===== config.mk =====
export PLATFORM = sky130hd
export DESIGN_NAME = csa_accumulator
export DESIGN_NICKNAME = d
export VERILOG_FILES = /design/src/rtl/csa_pkg.sv /design/src/rtl/csa_cla_adder.sv /design/src/rtl/csa_accumulator.sv
export SDC_FILE = /design/constraint.sdc
export NUM_CORES = 1
export LEC_CHECK = 0
export ABC_AREA = 1
export ABC_CLOCK_PERIOD_IN_PS = 6800
export BUFFER_PORTS_ARGS = -buffer_cell sky130_fd_sc_hd__buf_2
export CORE_ASPECT_RATIO = 1.2
export CORE_MARGIN = 2
export CORE_UTILIZATION = 55
export CTS_CLUSTER_DIAMETER = 120
export DETAILED_ROUTE_END_ITERATION = 7
export GPL_ROUTABILITY_DRIVEN = 0
export GPL_TIMING_DRIVEN = 1
export PLACE_DENSITY = 0.75
export SLEW_MARGIN = 40
export SYNTH_ARGS = -nofsm -noshare
export SYNTH_HDL_FRONTEND = slang
export SYNTH_SLANG_ARGS = --single-unit

===== constraint.sdc =====
create_clock -name clk -period 6.8 [get_ports clk]
set_input_delay 0.68 -clock clk [delete_from_list [all_inputs] [get_ports clk]]
set_output_delay 0.68 -clock clk [all_outputs]
set_load 0.005 [all_outputs]

===== src/rtl/csa_pkg.sv =====
// Shared types and defaults for the carry-save streaming accumulator.
package csa_pkg;

    localparam int DEF_IN_W  = 8;
    localparam int DEF_ACC_W = 16;
    localparam int DEF_GROUP = 4;
    localparam int DEF_CNT_W = 8;

    typedef enum logic [1:0] {
        ST_ACCUM   = 2'd0,
        ST_RESOLVE = 2'd1,
        ST_HOLD    = 2'd2
    } state_e;

    function automatic logic maj3(input logic a, input logic b, input logic c);
        return (a & b) | (a & c) | (b & c);
    endfunction

endpackage


===== src/rtl/csa_cla_adder.sv =====
// Combinational carry-lookahead adder: per-group generate/propagate with a
// group-carry chain, then bit sums rebuilt inside each group from its carry-in.
module csa_cla_adder #(
    parameter int ACC_W = 16,
    parameter int GROUP = 4
) (
    input  logic [ACC_W-1:0] a,
    input  logic [ACC_W-1:0] b,
    input  logic             cin,
    output logic [ACC_W-1:0] sum,
    output logic             cout
);

    localparam int NG = ACC_W / GROUP;

    logic [ACC_W-1:0] g;
    logic [ACC_W-1:0] p;
    logic [NG:0]      gc;
    logic             grp_g;
    logic             grp_p;
    logic             c;

    assign g = a & b;
    assign p = a ^ b;

    always_comb begin
        gc    = '0;
        gc[0] = cin;
        sum   = '0;
        grp_g = 1'b0;
        grp_p = 1'b0;
        c     = 1'b0;
        // Group carries depend only on group G/P, never on bit-level ripple.
        for (int k = 0; k < NG; k++) begin
            grp_g = 1'b0;
            grp_p = 1'b1;
            for (int i = 0; i < GROUP; i++) begin
                grp_g = g[k*GROUP+i] | (p[k*GROUP+i] & grp_g);
                grp_p = grp_p & p[k*GROUP+i];
            end
            gc[k+1] = grp_g | (grp_p & gc[k]);
        end
        for (int k = 0; k < NG; k++) begin
            c = gc[k];
            for (int i = 0; i < GROUP; i++) begin
                sum[k*GROUP+i] = p[k*GROUP+i] ^ c;
                c = g[k*GROUP+i] | (p[k*GROUP+i] & c);
            end
        end
    end

    assign cout = gc[NG];

endmodule


===== src/rtl/csa_accumulator.sv =====
// Streaming multi-operand adder: running total kept as sum/carry vectors,
// resolved by one registered CLA pass on the last operand of a packet.
//
// state      | meaning
// -----------+-----------------------------------------------------------
// ST_ACCUM   | accepting operands, 3:2 compress into S/C each beat
// ST_RESOLVE | one cycle: S+C through the CLA into the output registers
// ST_HOLD    | result presented, waiting for out_ready; then clear and accept
module csa_accumulator
    import csa_pkg::*;
#(
    parameter int IN_W  = DEF_IN_W,
    parameter int ACC_W = DEF_ACC_W,
    parameter int GROUP = DEF_GROUP,
    parameter int CNT_W = DEF_CNT_W
) (
    input  logic             clk,
    input  logic             rst,
    input  logic             in_valid,
    output logic             in_ready,
    input  logic [IN_W-1:0]  in_data,
    input  logic             in_last,
    output logic             out_valid,
    input  logic             out_ready,
    output logic [ACC_W-1:0] out_data,
    output logic             out_ovf,
    output logic [CNT_W-1:0] out_count
);

    state_e state_q, state_d;

    logic [ACC_W-1:0] s_q, s_d;
    logic [ACC_W-1:0] c_q, c_d;
    logic             ovf_acc_q, ovf_acc_d;
    logic [CNT_W-1:0] cnt_q, cnt_d;
    logic [ACC_W-1:0] out_data_q, out_data_d;
    logic             out_ovf_q, out_ovf_d;
    logic [CNT_W-1:0] out_count_q, out_count_d;

    logic [ACC_W-1:0] x;
    logic [ACC_W-1:0] maj;
    logic [ACC_W-1:0] cla_sum;
    logic             cla_cout;

    always_comb begin
        x = '0;
        x[IN_W-1:0] = in_data;
        maj = '0;
        for (int i = 0; i < ACC_W; i++) begin
            maj[i] = maj3(s_q[i], c_q[i], x[i]);
        end
    end

    csa_cla_adder #(
        .ACC_W (ACC_W),
        .GROUP (GROUP)
    ) u_cla (
        .a    (s_q),
        .b    (c_q),
        .cin  (1'b0),
        .sum  (cla_sum),
        .cout (cla_cout)
    );

    assign in_ready  = (state_q == ST_ACCUM);
    assign out_valid = (state_q == ST_HOLD);
    assign out_data  = out_data_q;
    assign out_ovf   = out_ovf_q;
    assign out_count = out_count_q;

    always_comb begin
        state_d     = state_q;
        s_d         = s_q;
        c_d         = c_q;
        ovf_acc_d   = ovf_acc_q;
        cnt_d       = cnt_q;
        out_data_d  = out_data_q;
        out_ovf_d   = out_ovf_q;
        out_count_d = out_count_q;
        case (state_q)
            ST_ACCUM: begin
                if (in_valid) begin
                    s_d = s_q ^ c_q ^ x;
                    c_d = maj << 1;
                    // The carry bit shifted out of the top is weight 2^ACC_W.
                    ovf_acc_d = ovf_acc_q | maj[ACC_W-1];
                    cnt_d = (cnt_q == {CNT_W{1'b1}}) ? cnt_q : cnt_q + 1'b1;
                    if (in_last) begin
                        state_d = ST_RESOLVE;
                    end
                end
            end
            ST_RESOLVE: begin
                out_data_d  = cla_sum;
                out_ovf_d   = ovf_acc_q | cla_cout;
                out_count_d = cnt_q;
                state_d     = ST_HOLD;
            end
            ST_HOLD: begin
                if (out_ready) begin
                    s_d       = '0;
                    c_d       = '0;
                    ovf_acc_d = 1'b0;
                    cnt_d     = '0;
                    state_d   = ST_ACCUM;
                end
            end
            default: begin
                state_d = ST_ACCUM;
            end
        endcase
    end

    always_ff @(posedge clk or posedge rst) begin
        if (rst) begin
            state_q     <= ST_ACCUM;
            s_q         <= '0;
            c_q         <= '0;
            ovf_acc_q   <= 1'b0;
            cnt_q       <= '0;
            out_data_q  <= '0;
            out_ovf_q   <= 1'b0;
            out_count_q <= '0;
        end else begin
            state_q     <= state_d;
            s_q         <= s_d;
            c_q         <= c_d;
            ovf_acc_q   <= ovf_acc_d;
            cnt_q       <= cnt_d;
            out_data_q  <= out_data_d;
            out_ovf_q   <= out_ovf_d;
            out_count_q <= out_count_d;
        end
    end

endmodule


## Word level (Yosys, flattened, before mapping)

Index checks and enable logic that the tools add are counted.

| storage, ports and cells | value |
|---|---|
| flip-flop bits (word level) | 68 |
| output and inout bits | 27 |
| word-level logic and storage cells | 162 |
| input bits | 13 |

| cells by class | value |
|---|---|
| $add $sub $neg | 1 |
| bitwise logic cells | 125 |
| eq/ne operators | 7 |
| reduce and logical (&&, ||, !) cells | 5 |
| multiplexer cells | 16 |

Operators with widths:

| operator | number |
|---|---|
| $and A1 B1 Y1 | 65 |
| $pmux W16 S2 | 2 |
| $mux W16 | 3 |
| $or A1 B1 Y1 | 42 |
| $mux W8 | 3 |
| $and A16 B16 Y16 | 1 |
| $pmux W8 S2 | 1 |
| $xor A16 B16 Y16 | 1 |
| $xor A16 B8 Y16 | 1 |
| $xor A1 B1 Y1 | 15 |
| $add A8 B1 Y8 const B | 1 |
| $eq A8 B8 Y1 const B | 1 |
| $mux W2 | 3 |
| $pmux W2 S3 | 1 |
| $reduce_and A3 Y1 | 2 |
| $ne A2 B1 Y1 const B | 2 |
| $ne A2 B2 Y1 const B | 2 |
| $reduce_and A4 Y1 | 1 |
| $eq A2 B1 Y1 const B | 1 |
| $eq A2 B2 Y1 const B | 1 |
| $logic_not A2 Y1 | 1 |
| $mux W1 | 2 |
| $pmux W1 S2 | 1 |
| $reduce_bool A2 Y1 | 1 |

## Depth between registers and ports, before layout

Gate-level depths: netlist of the first run.

| depth | value |
|---|---|
| depth after elaboration | 18 |
| gate-level depth with buffers | 16 |
| mapped depth without buffers | 16 |

## By module

A second synthesis of the first run with hierarchy kept.

| second synthesis, totals | value |
|---|---|
| cell total of the unflattened synthesis | 409 |
| area total of the unflattened synthesis | 3667.3 sq um |

Modules (own cells, without submodules):

| module | area an instance (sq um) | times used | cells an instance |
|---|---|---|---|
| csa_accumulator | 2987.9 | 1 | 332 |
| csa_cla_adder | 679.4 | 1 | 77 |

## Worst setup path after synthesis of the first run

OpenSTA, ideal clock, no wires.

| timing path | value |
|---|---|
| path type | reg-to-reg |
| from | reg s_q[1] |
| to | reg out_data_q[15] (netlist: out_data[15]) |
| required time | 6.717 ns |
| arrival time | 2.980 ns |
| library setup time | 0.083 ns |
| path slack | 3.738 ns |
| buffers on the path | 0 |
| stages on the path, launching flop included | 17 |
| period minus slack after synthesis | 3.062 ns |
| path through | dfrtp_1 -> ha_1 -> inv_1 -> fa_1 -> inv_1 -> fa_1 -> nand3_1 -> nor2_1 -> nor2_1 -> nand2_1 -> nand2_1 -> nand2_1 -> fa_1 -> fa_1 -> fa_1 -> xnor2_1 -> o21ai_0 |

| between the ends | value |
|---|---|
| word-level cells in the longest chain between the ends | 18 |
| elaborated cells on any way between the ends | 19 |

Ends and longest elaborated chain:

| what | line | source |
|---|---|---|
| from (decl) | csa_accumulator.sv:32 | `logic [ACC_W-1:0] s_q, s_d;` |
| from (signal assigned) | csa_accumulator.sv:117 | `s_q <= '0;` |
| from (signal assigned) | csa_accumulator.sv:126 | `s_q <= s_d;` |
| $xor A16 B16 Y16 | csa_cla_adder.sv:24 | `assign p = a ^ b;` |
| $and A1 B1 Y1 | csa_cla_adder.sv:38 | `grp_g = g[k*GROUP+i] \| (p[k*GROUP+i] & grp_g);` |
| $or A1 B1 Y1 (*) | csa_cla_adder.sv:38 |  |
| $and A1 B1 Y1 (*) | csa_cla_adder.sv:38 |  |
| $or A1 B1 Y1 (*) | csa_cla_adder.sv:38 |  |
| $and A1 B1 Y1 (*) | -- |  |
| $or A1 B1 Y1 (*) | -- |  |
| $and A1 B1 Y1 (*) | csa_cla_adder.sv:41 | `gc[k+1] = grp_g \| (grp_p & gc[k]);` |
| (+2 left out) | -- |  |
| $or A1 B1 Y1 (*) | csa_cla_adder.sv:41 |  |
| $and A1 B1 Y1 (*) | csa_cla_adder.sv:47 | `c = g[k*GROUP+i] \| (p[k*GROUP+i] & c);` |
| $or A1 B1 Y1 (*) | csa_cla_adder.sv:47 |  |
| $and A1 B1 Y1 (*) | csa_cla_adder.sv:47 |  |
| $or A1 B1 Y1 (*) | csa_cla_adder.sv:47 |  |
| $and A1 B1 Y1 (*) | csa_cla_adder.sv:47 |  |
| $or A1 B1 Y1 (*) | csa_cla_adder.sv:47 |  |
| $xor A1 B1 Y1 (*) | csa_cla_adder.sv:46 | `sum[k*GROUP+i] = p[k*GROUP+i] ^ c;` |
| to (signal assigned) | csa_accumulator.sv:130 | `out_data_q <= out_data_d;` |
| to (decl) | csa_accumulator.sv:36 | `logic [ACC_W-1:0] out_data_q, out_data_d;` |

Mark *: on every way between the ends. The rest lies on a longest branch, timed or not.
A chain may end at the register's enable or synchronous reset.

## Final worst setup path of the first run

Same ends and word-level chain as after synthesis.

==> results of run 1 <==
==> worst max-delay path, delay by kind of cell (launching register included) <==
family	cells	cell delay (ns)
AND/OR/NAND/NOR	6	0.48
buffers and inverters	2	0.11
XOR/XNOR	1	0.13
adder cells (fa/ha/maj)	6	1.96
flip-flops	1	0.41
AO/OA/AOI/OAI	1	0.17
==> power by group <==
| part | internal, mW | switching [mW] |
|---|---|---|
| sequential | 0.511 | 0.0956 |
| combinational | 0.177 | 0.228 |
| clock | 0.159 | 0.145 |
==> flip-flops by register name, summed over array words and instances, names as in the netlist <==
name	flops
out_ovf	1
c_q	15
state_q	2
cnt_q	8
ovf_acc_q	1
out_data	16
out_count	8
s_q	16
==> synthesized netlist by cell type <==
cell type   n  area (µm²)
nand2_1    92         345
xnor2_1     2        17.5
buf_4       1        7.51
ha_1       15         188
o31ai_1     1        7.51
buf_1       1        3.75
nor3_1      3        15.0
or2_1       1        6.26
o21ai_1    16        80.1
inv_2       1        3.75
nand3_1    60         300
inv_1      29         109
nor2_1      9        33.8
nand2_4     2        22.5
xor2_1      3        26.3
nand2_2     2        12.5
buf_2      10        50.1
fa_1       18         360
clkinv_4    1        8.76
a21oi_1     5        25.0
nor2_4      2        22.5
dfrtp_1    67        1680
nand4_1     1        6.26
o21ai_0    17        85.1
clkbuf_1    4        15.0
a21oi_2     1        8.76
o221ai_1    1        8.76
==> final cells by class <==
type	instances	area [µm²]	share of cell area, %
Sequential cell	67	1680	43.2
Multi-Input combinational cell	251	1570	40.5
Timing Repair Buffer	42	230	5.93
Clock buffer	13	169	4.35
Inverter	31	121	3.13
Tap cell	82	103	2.64
Clock inverter	2	10.0	0.258
==> cell usage in the layout, fill, tap and decap left out, types with 3 or more instances in the layout <==
cell type  Yosys  routed
xor2_1         3       3
buf_2         10      39
nand2_1       92      92
dfrtp_1       67      67
nor3_1         3       3
o21ai_0       17      17
inv_1         29      28
o21ai_1       16      16
a21oi_1        5       5
nand3_1       60      60
ha_1          15      15
fa_1          18      18
clkbuf_8       0      12
nor2_1         9       9
==> layer usage <==
layer | vias up | GRT usage [%] | share of wire, %
met5 | - | 0 | 0
met4 | 0 | 10.6 | 2.6
met3 | 19 | 3.10 | 3.2
met2 | 53 | 35.4 | 48
met1 | 1232 | 29.3 | 46
li1 | 1259 | - | -
==> metrics by stage <==
step	cell area (µm²)	power (mW)	instances
2_1_floorplan	3450	0.878	365
3_3_place_gp	3680	1.00	472
3_5_place_dp	3700	1.02	473
4_1_cts	3880	1.33	488
5_1_grt	3880	1.43	488
6_report	3880	1.32	488
==> kinds of logic (layout without fill, tap and decap cells) <==
family | after synthesis | in the layout | share of synthesized area (%)
compound gates | 41 | 41 | 6.25
xor+xnor | 5 | 5 | 1.27
fa+ha+maj | 33 | 33 | 15.9
buf+inv | 47 | 88 | 5.74
flops | 67 | 67 | 48.7
simple gates | 172 | 172 | 22.2
==> how the worst max path moves through the flow <==
stage,start,end,depth (start not counted)
2_1_floorplan,s_q[1],out_data[15],16
3_3_place_gp,s_q[1],out_data[15],16
3_5_place_dp,s_q[1],out_data[15],16
4_1_cts,s_q[1],out_data[15],16
5_1_grt,s_q[1],out_data[15],16
6_report,s_q[1],out_data[15],16
==> impl_summary.txt, run 1 <==
----------------------------------------------------
[Yosys]
  Synthesized instance count ... approximately 370
  Per-instance average area after synthesis ... around 9.4 µm²
  Warning count from the yosys run ... 0
  Total standard cell area after synthesis ... ~0.0034 mm²
  Yosys reg bits ... 67
  Distinct cell type count after synthesis ... 27
  Synthesized net count ... approximately 410
  Share of synthesized area occupied by flip-flops and latches ... 48.7%

[Drt]
  Final routed wire length divided by cell count ... around 14 µm
  DRC marker count from the first detailed-route iteration ... about 110
  Post-DRT Antenna Nets ... 0
  First-pass iteration count of the detailed router ... 4
  Final wirelength ... approximately 6.8 mm
  Vias ... ~2600
  Post-route DRC ... 0
  Number of vias per cell ... roughly 5.3

[Hold path]
  Min-delay worst type ... in2async

[GRT]
  Global Route Usage Sum ... between 20% and 30%
  Maximum number of pins on one net before global-route repair ... 44
  Wire length of the first global-routing pass ... between 10 and 15 mm
  Total global routing overflow ... 0
  Antenna violations before repair ... 0
  Vias in the first global route ... roughly 2600

[STA]
  Setup repair after global routing missed its margin ... no
  Normalized max-slew margin ... about half
  Clock Skew ... between 0.005 and 0.006 ns
  Slew Limit Fails ... 0
  Highest achievable clock rate ... around 300 MHz
  Hold Fails Final Rpt ... 0
  Post-layout worst setup margin ... 3.45 ns
  Setup tns final ... 0 ns
  Setup violations, final ... 0
  Final hold slack ... around 0.38 ns
  Minimum period implied by the final worst setup slack ... between 3 and 4 ns
  Final worst-path cycle share ... 49.2%
  Tightest Pin Transition ... roughly 0.73 ns

[Clock network]
  Clock tree root driver cell ... clkbuf_8
  Clock transition at path regs ... about 0.070 ns
  Number of gates given a new drive strength after cts ... 0
  Insertion delay to the later sink of the worst-skew pair ... 0.34 ns
  Maximum clock path buffer count ... 2
  H-Tree Depth ... 3
  Sinks on the clock net ... 67
  Cts hold-fix bufs ... 0
  Clock tree from TritonCTS ... done
  Number of buffers inserted during clock tree synthesis ... 9
  Buffers inserted during post-CTS setup optimization ... 0

[Placed design]
  HPWL after DPL ... 4.72 mm
  Port Buf Inserts ... 39
  Placement-stage worst setup slack ... around 3.5 ns

[Critical path]
  Critical path capture point type ... register
  Reg-to-Reg End ... out_data[15]
  Cell repeated most along the worst path ... fa_1
  CP Launch Type ... register
  Setup slack on the worst flop-to-flop path ... roughly 3.5 ns
  RR Startpoint ... s_q[1]
  Classification of the worst setup path ... reg2reg
  Crit path max fanout ... 3
  Cells along the critical path ... ha_1 > inv_1 > fa_1 > inv_1 > fa_1 > nand3_1 > nor2_1 > nor2_1 > nand2_1 > nand2_1 > nand2_1 > fa_1 > fa_1 > fa_1 > xnor2_1 > o21ai_0
  Signal arrival time at the worst endpoint ... around 3.6 ns
  Critical Path RT ... slightly above 7 ns
  Path depth of the worst reg2reg path ... 16
  Crit-path max cell delay ... 0.41 ns
  Crit path max-delay cell type ... dfrtp_1

[Floorplan]
  Initial Utilization ... between 50% and 60%
  Ports placed on the boundary ... 40
  Site Rows ... 31
  Core outline area ... 0.00605 mm²
  Height of the die ... between 90 and 100 µm
  Floorplan die area ... 0.00692 mm²
  Horizontal die dimension ... 76.3 µm

[Finish]
  Antenna diode instance count ... 0
  Number of nets in the finished design ... 448
  Post-Route Utilization ... between 60% and 70%
  Relative area change from synthesis to final layout ... 12.6%
  Proportion of layout cells with a drive suffix above 1 ... 16.3%
  Number of fill cells ... about 530

[Power and ir drop]
  Static leakage ... about 2 nW
  Power density of the placed cells ... approximately 340 mW/mm²
  Worst VDD drop ... 0.000207 V

[Outcome]
  Run status ... completed

[Job]
  Total of max-cap violations ... 0

----------------------------------------------------
No activity file was read; power rests on OpenSTA's default activity.
==> inputs of run 2 (changes only) <==
Settings changed: ABC_AREA 1 to 0, ABC_CLOCK_PERIOD_IN_PS 6800 to 3400.
Clock period 6.8 ns to 3.4 ns, I/O delays scaled along.
==> impl_summary.txt, run 2 <==
----------------------------------------------------
[Power and ir drop]
  Static leakage ... 1.89 nW (was 2.05 nW)
  Total internal power ... 1.67 mW (was 0.847 mW)
  Part of the power in registers ... 48.3% (was 46.1%)
  Switch Pwr ... 0.835 mW (was 0.469 mW)
  Clock network fraction of design power ... 22.2% (was 23.1%)
  Switching part of the total power ... 33.4% (was 35.6%)
  Power density of the placed cells ... 674 mW/mm² (was 339 mW/mm²)
  Post-route total power ... 2.50 mW (was 1.32 mW)
  Combinational share of power ... 29.5% (was 30.8%)
  Worst VDD drop ... 0.000341 V (was 0.000207 V)

[STA]
  Post-layout worst setup margin ... 0.150 ns (was 3.45 ns)
  Normalized max-slew margin ... 58.0% (was 51.1%)
  Minimum period implied by the final worst setup slack ... 3.25 ns (was 3.35 ns)
  Final worst-path cycle share ... 95.6% (was 49.2%)
  Tightest Pin Transition ... 0.630 ns (was 0.731 ns)
  Setup violations, final ... 0 (unchanged)
  Slew Limit Fails ... 0 (unchanged)
  Clock Skew ... 0.00418 ns (was 0.00513 ns)
  Highest achievable clock rate ... 308 MHz (was 299 MHz)
  Setup repair after global routing missed its margin ... no (unchanged)
  Setup tns final ... 0 ns (unchanged)
  Hold Fails Final Rpt ... 0 (unchanged)

[Job]
  Total of max-cap violations ... 0 (unchanged)

[Clock network]
  Number of gates given a new drive strength after cts ... 1 (was 0)
  Clock tree root driver cell ... clkbuf_8 (unchanged)
  Clock tree from TritonCTS ... done (unchanged)
  Cts hold-fix bufs ... 0 (unchanged)
  Maximum clock path buffer count ... 2 (unchanged)
  Insertion delay to the later sink of the worst-skew pair ... 0.34 ns (about the same)
  Sinks on the clock net ... 67 (unchanged)
  H-Tree Depth ... 3 (unchanged)
  Number of buffers inserted during clock tree synthesis ... 9 (unchanged)
  Buffers inserted during post-CTS setup optimization ... 0 (unchanged)
  Clock transition at path regs ... 0.07 ns (about the same)

[Floorplan]
  Horizontal die dimension ... 74.1 µm (was 76.3 µm)
  Ports placed on the boundary ... 40 (unchanged)
  Core outline area ... 0.00567 mm² (was 0.00605 mm²)
  Floorplan die area ... 0.00653 mm² (was 0.00692 mm²)
  Initial Utilization ... 57.2% (was 56.9%)
  Height of the die ... 88.1 µm (was 90.7 µm)
  Site Rows ... 30 (was 31)

[Placed design]
  HPWL after DPL ... 4.02 mm (was 4.72 mm)
  Standard cell area after detailed placement ... 0.00354 mm² (was 0.00370 mm²)
  Port Buf Inserts ... 39 (unchanged)
  Placement-stage worst setup slack ... -0.0219 ns (was 3.47 ns)

[Drt]
  Final wirelength ... 5.75 mm (was 6.78 mm)
  Post-DRT Antenna Nets ... 0 (unchanged)
  Final routed wire length divided by cell count ... 15.2 µm (was 13.9 µm)
  Number of vias per cell ... 5.67 (was 5.25)
  Vias ... 2136 (was 2563)
  First-pass iteration count of the detailed router ... 4 (unchanged)
  Post-route DRC ... 0 (unchanged)
  DRC marker count from the first detailed-route iteration ... 115 (was 111)

[Yosys]
  Synthesized instance count ... 247 (was 365)
  Yosys reg bits ... 67 (unchanged)
  Distinct cell type count after synthesis ... 37 (was 27)
  Number of synthesized flops with an enable pin ... 0 (unchanged)
  Synthesized net count ... 293 (was 411)
  Top post-synthesis cells by area ... dfrtp_1 52%, fa_1 11%, a22o_1 8.4%, mux2_1 6.6%, ha_1 5.8% (was dfrtp_1 49%, fa_1 10%, nand2_1 10%, nand3_1 8.7%, ha_1 5.4%)
  Top post-synthesis cells by count ... 67 x dfrtp_1, 31 x a22o_1, 19 x mux2_1 (was 92 x nand2_1, 67 x dfrtp_1, 60 x nand3_1)
  Synthesized-area fraction occupied by ao, oa, aoi and oai cells ... 15.0% (was 6.25%)
  Post-synthesis share of cell area spent on xor and xnor gates ... 1.08% (was 1.27%)
  Flip-flop cell with the highest count after synthesis ... dfrtp_1 (unchanged)
  Per-instance average area after synthesis ... 13.1 µm² (was 9.44 µm²)
  Async set-or-reset flop fraction in the synthesized netlist ... 100% (unchanged)
  Warning count from the yosys run ... 0 (unchanged)
  Largest family of logic cells by synthesized area ... adder cells (was simple AND/OR/NAND/NOR gates)
  Cell taking the most area after synthesis ... dfrtp_1 (unchanged)
  Area share of and/or/nand/nor cells after synthesis ... 5.98% (was 22.2%)
  Multiplexer fraction of the synthesized cell area ... 6.59% (was 0%)
  Top cell type's share of synthesized area ... 51.7% (was 48.7%)
  Share of synthesized area occupied by flip-flops and latches ... 51.7% (was 48.7%)
  Top-count cell post-synth ... dfrtp_1 (was nand2_1)
  Adder and majority cell fraction of the synthesized area ... 16.9% (was 15.9%)
  Total standard cell area after synthesis ... 0.00324 mm² (was 0.00345 mm²)

[Hold path]
  Min-delay worst type ... in2async (unchanged)

[Finish]
  Proportion of layout cells with a drive suffix above 1 ... 21.9% (was 16.3%)
  Fin area ... 0.00371 mm² (was 0.00388 mm²)
  Relative area change from synthesis to final layout ... 14.4% (was 12.6%)
  Area of the multi-input gates ... 0.00149 mm² (was 0.00157 mm²)
  Top library cells by usage in the layout, fill and taps aside ... 67 x dfrtp_1, 39 x buf_2, 31 x a22o_1 (was 92 x nand2_1, 67 x dfrtp_1, 60 x nand3_1)
  Number of fill cells ... 431 (was 527)
  Area taken by flip-flops and latches ... 0.00168 mm² (unchanged)
  Antenna diode instance count ... 0 (unchanged)
  Most frequent standard cell in the layout excluding fill and tap cells ... dfrtp_1 (was nand2_1)
  Number of nets in the finished design ... 339 (was 448)

[GRT]
  Antenna violations before repair ... 0 (unchanged)
  Global Route Usage Sum ... 20.0% (was 21.9%)
  Vias in the first global route ... 2166 (was 2644)
  Maximum number of pins on one net before global-route repair ... 42 (was 44)
  Total global routing overflow ... 0 (unchanged)
  Wire length of the first global-routing pass ... 9.78 mm (was 12.1 mm)

[Critical path]
  Critical Path RT ... 3.62 ns (was 7.05 ns)
  CP Launch Type ... register (unchanged)
  Critical path capture point type ... register (unchanged)
  Crit-path max cell delay ... 0.42 ns (was 0.41 ns)
  Cells along the critical path ... ha_1 > inv_1 > fa_1 > inv_1 > fa_2 > a311o_1 > o21a_1 > fa_2 > fa_2 > fa_1 > mux2_1 (was ha_1 > inv_1 > fa_1 > inv_1 > fa_1 > nand3_1 > nor2_1 > nor2_1 > nand2_1 > nand2_1 > nand2_1 > fa_1 > fa_1 > fa_1 > xnor2_1 > o21ai_0)
  Crit path max fanout ... 3 (unchanged)
  Cell repeated most along the worst path ... fa_2 (was fa_1)
  Crit path max-delay cell type ... fa_1 (was dfrtp_1)
  Classification of the worst setup path ... reg2reg (unchanged)
  Signal arrival time at the worst endpoint ... 3.47 ns (was 3.60 ns)

[Outcome]
  Run status ... completed (unchanged)

----------------------------------------------------
## run 2: cell count changes in the layout (fill, tap and decap cells not counted), sizes merged, moves of 4 or more
cell and change:
a22o +31, buf +4, inv -20, mux2 +19, nand2 -83, nand3 -58, nor2 -6, o21ai -17
or3 +4
## run 2: worst max-delay path, delay by kind of cell, from the launching register on
family,cells,cell delay [ns]
AOI/OAI and AO/OA,2,0.53
adders and majority gates,6,1.82
buffers and inverters,2,0.11
DFF,1,0.39
muxes,1,0.29
## run 2: layout make-up
cell class                      count  area share, %
Clock buffer                       12           3.91
Clock inverter                      3          0.405
Inverter                           10           1.01
Multi-Input combinational cell    159           40.1
Sequential cell                    67           45.2
Tap cell                           80           2.70
Timing Repair Buffer               46           6.68
## run 2: cells by family (layout without fill, tap and decap cells)
group | count (synthesis) | count (layout)
AOI/OAI and AO/OA | 67 | 67
DFF | 67 | 67
and+or+nand+nor | 36 | 36
adders and majority gates | 33 | 33
buffers and inverters | 21 | 71
muxes | 19 | 19
xor gates and xnor gates | 4 | 4
## run 2: final timing paths
check	cells after the start	slack, ns	from	to
max	11	0.15	s_q[1]	out_data[14]
min	2	0.04	rst	out_data[0]
max reg2reg	11	0.15	s_q[1]	out_data[14]
min reg2reg	2	0.48	out_data[11]	out_data[11]
max in group asynchronous	3	2.44	rst	c_q[12]
min in group clk	2	0.21	out_ready	state_q[1]
## run 2: routing by layer
layer | share of wire (%) | wire length, µm | vias to the layer above | global-route usage, %
li1 | - | - | 995 | -
met1 | 45 | 2570 | 1095 | 25.0
met2 | 50 | 2890 | 33 | 32.8
met3 | 2.7 | 153 | 13 | 4.83
met4 | 2.4 | 136 | 0 | 9.42
met5 | 0 | 0 | - | 0
## run 2: stage by stage
step | std cells | utilization, % | hold slack (ns)
3_5_place_dp | 362 | 62.5 | 0.416
2_1_floorplan | 247 | - | 0.449
3_3_place_gp | 362 | 62.5 | 0.411
5_1_grt | 377 | 65.5 | 0.0962
6_report | 377 | 65.5 | 0.0438
4_1_cts | 377 | 65.4 | 0.0486
## run 2: power by group through the flow
stage	logic [mW]	registers (mW)	clock network (mW)
floorplan	0.495	1.19	0
global placement	0.727	1.21	0
detailed placement	0.751	1.22	0
CTS	0.757	1.21	0.571
global route	0.871	1.24	0.609
finish	0.738	1.21	0.557
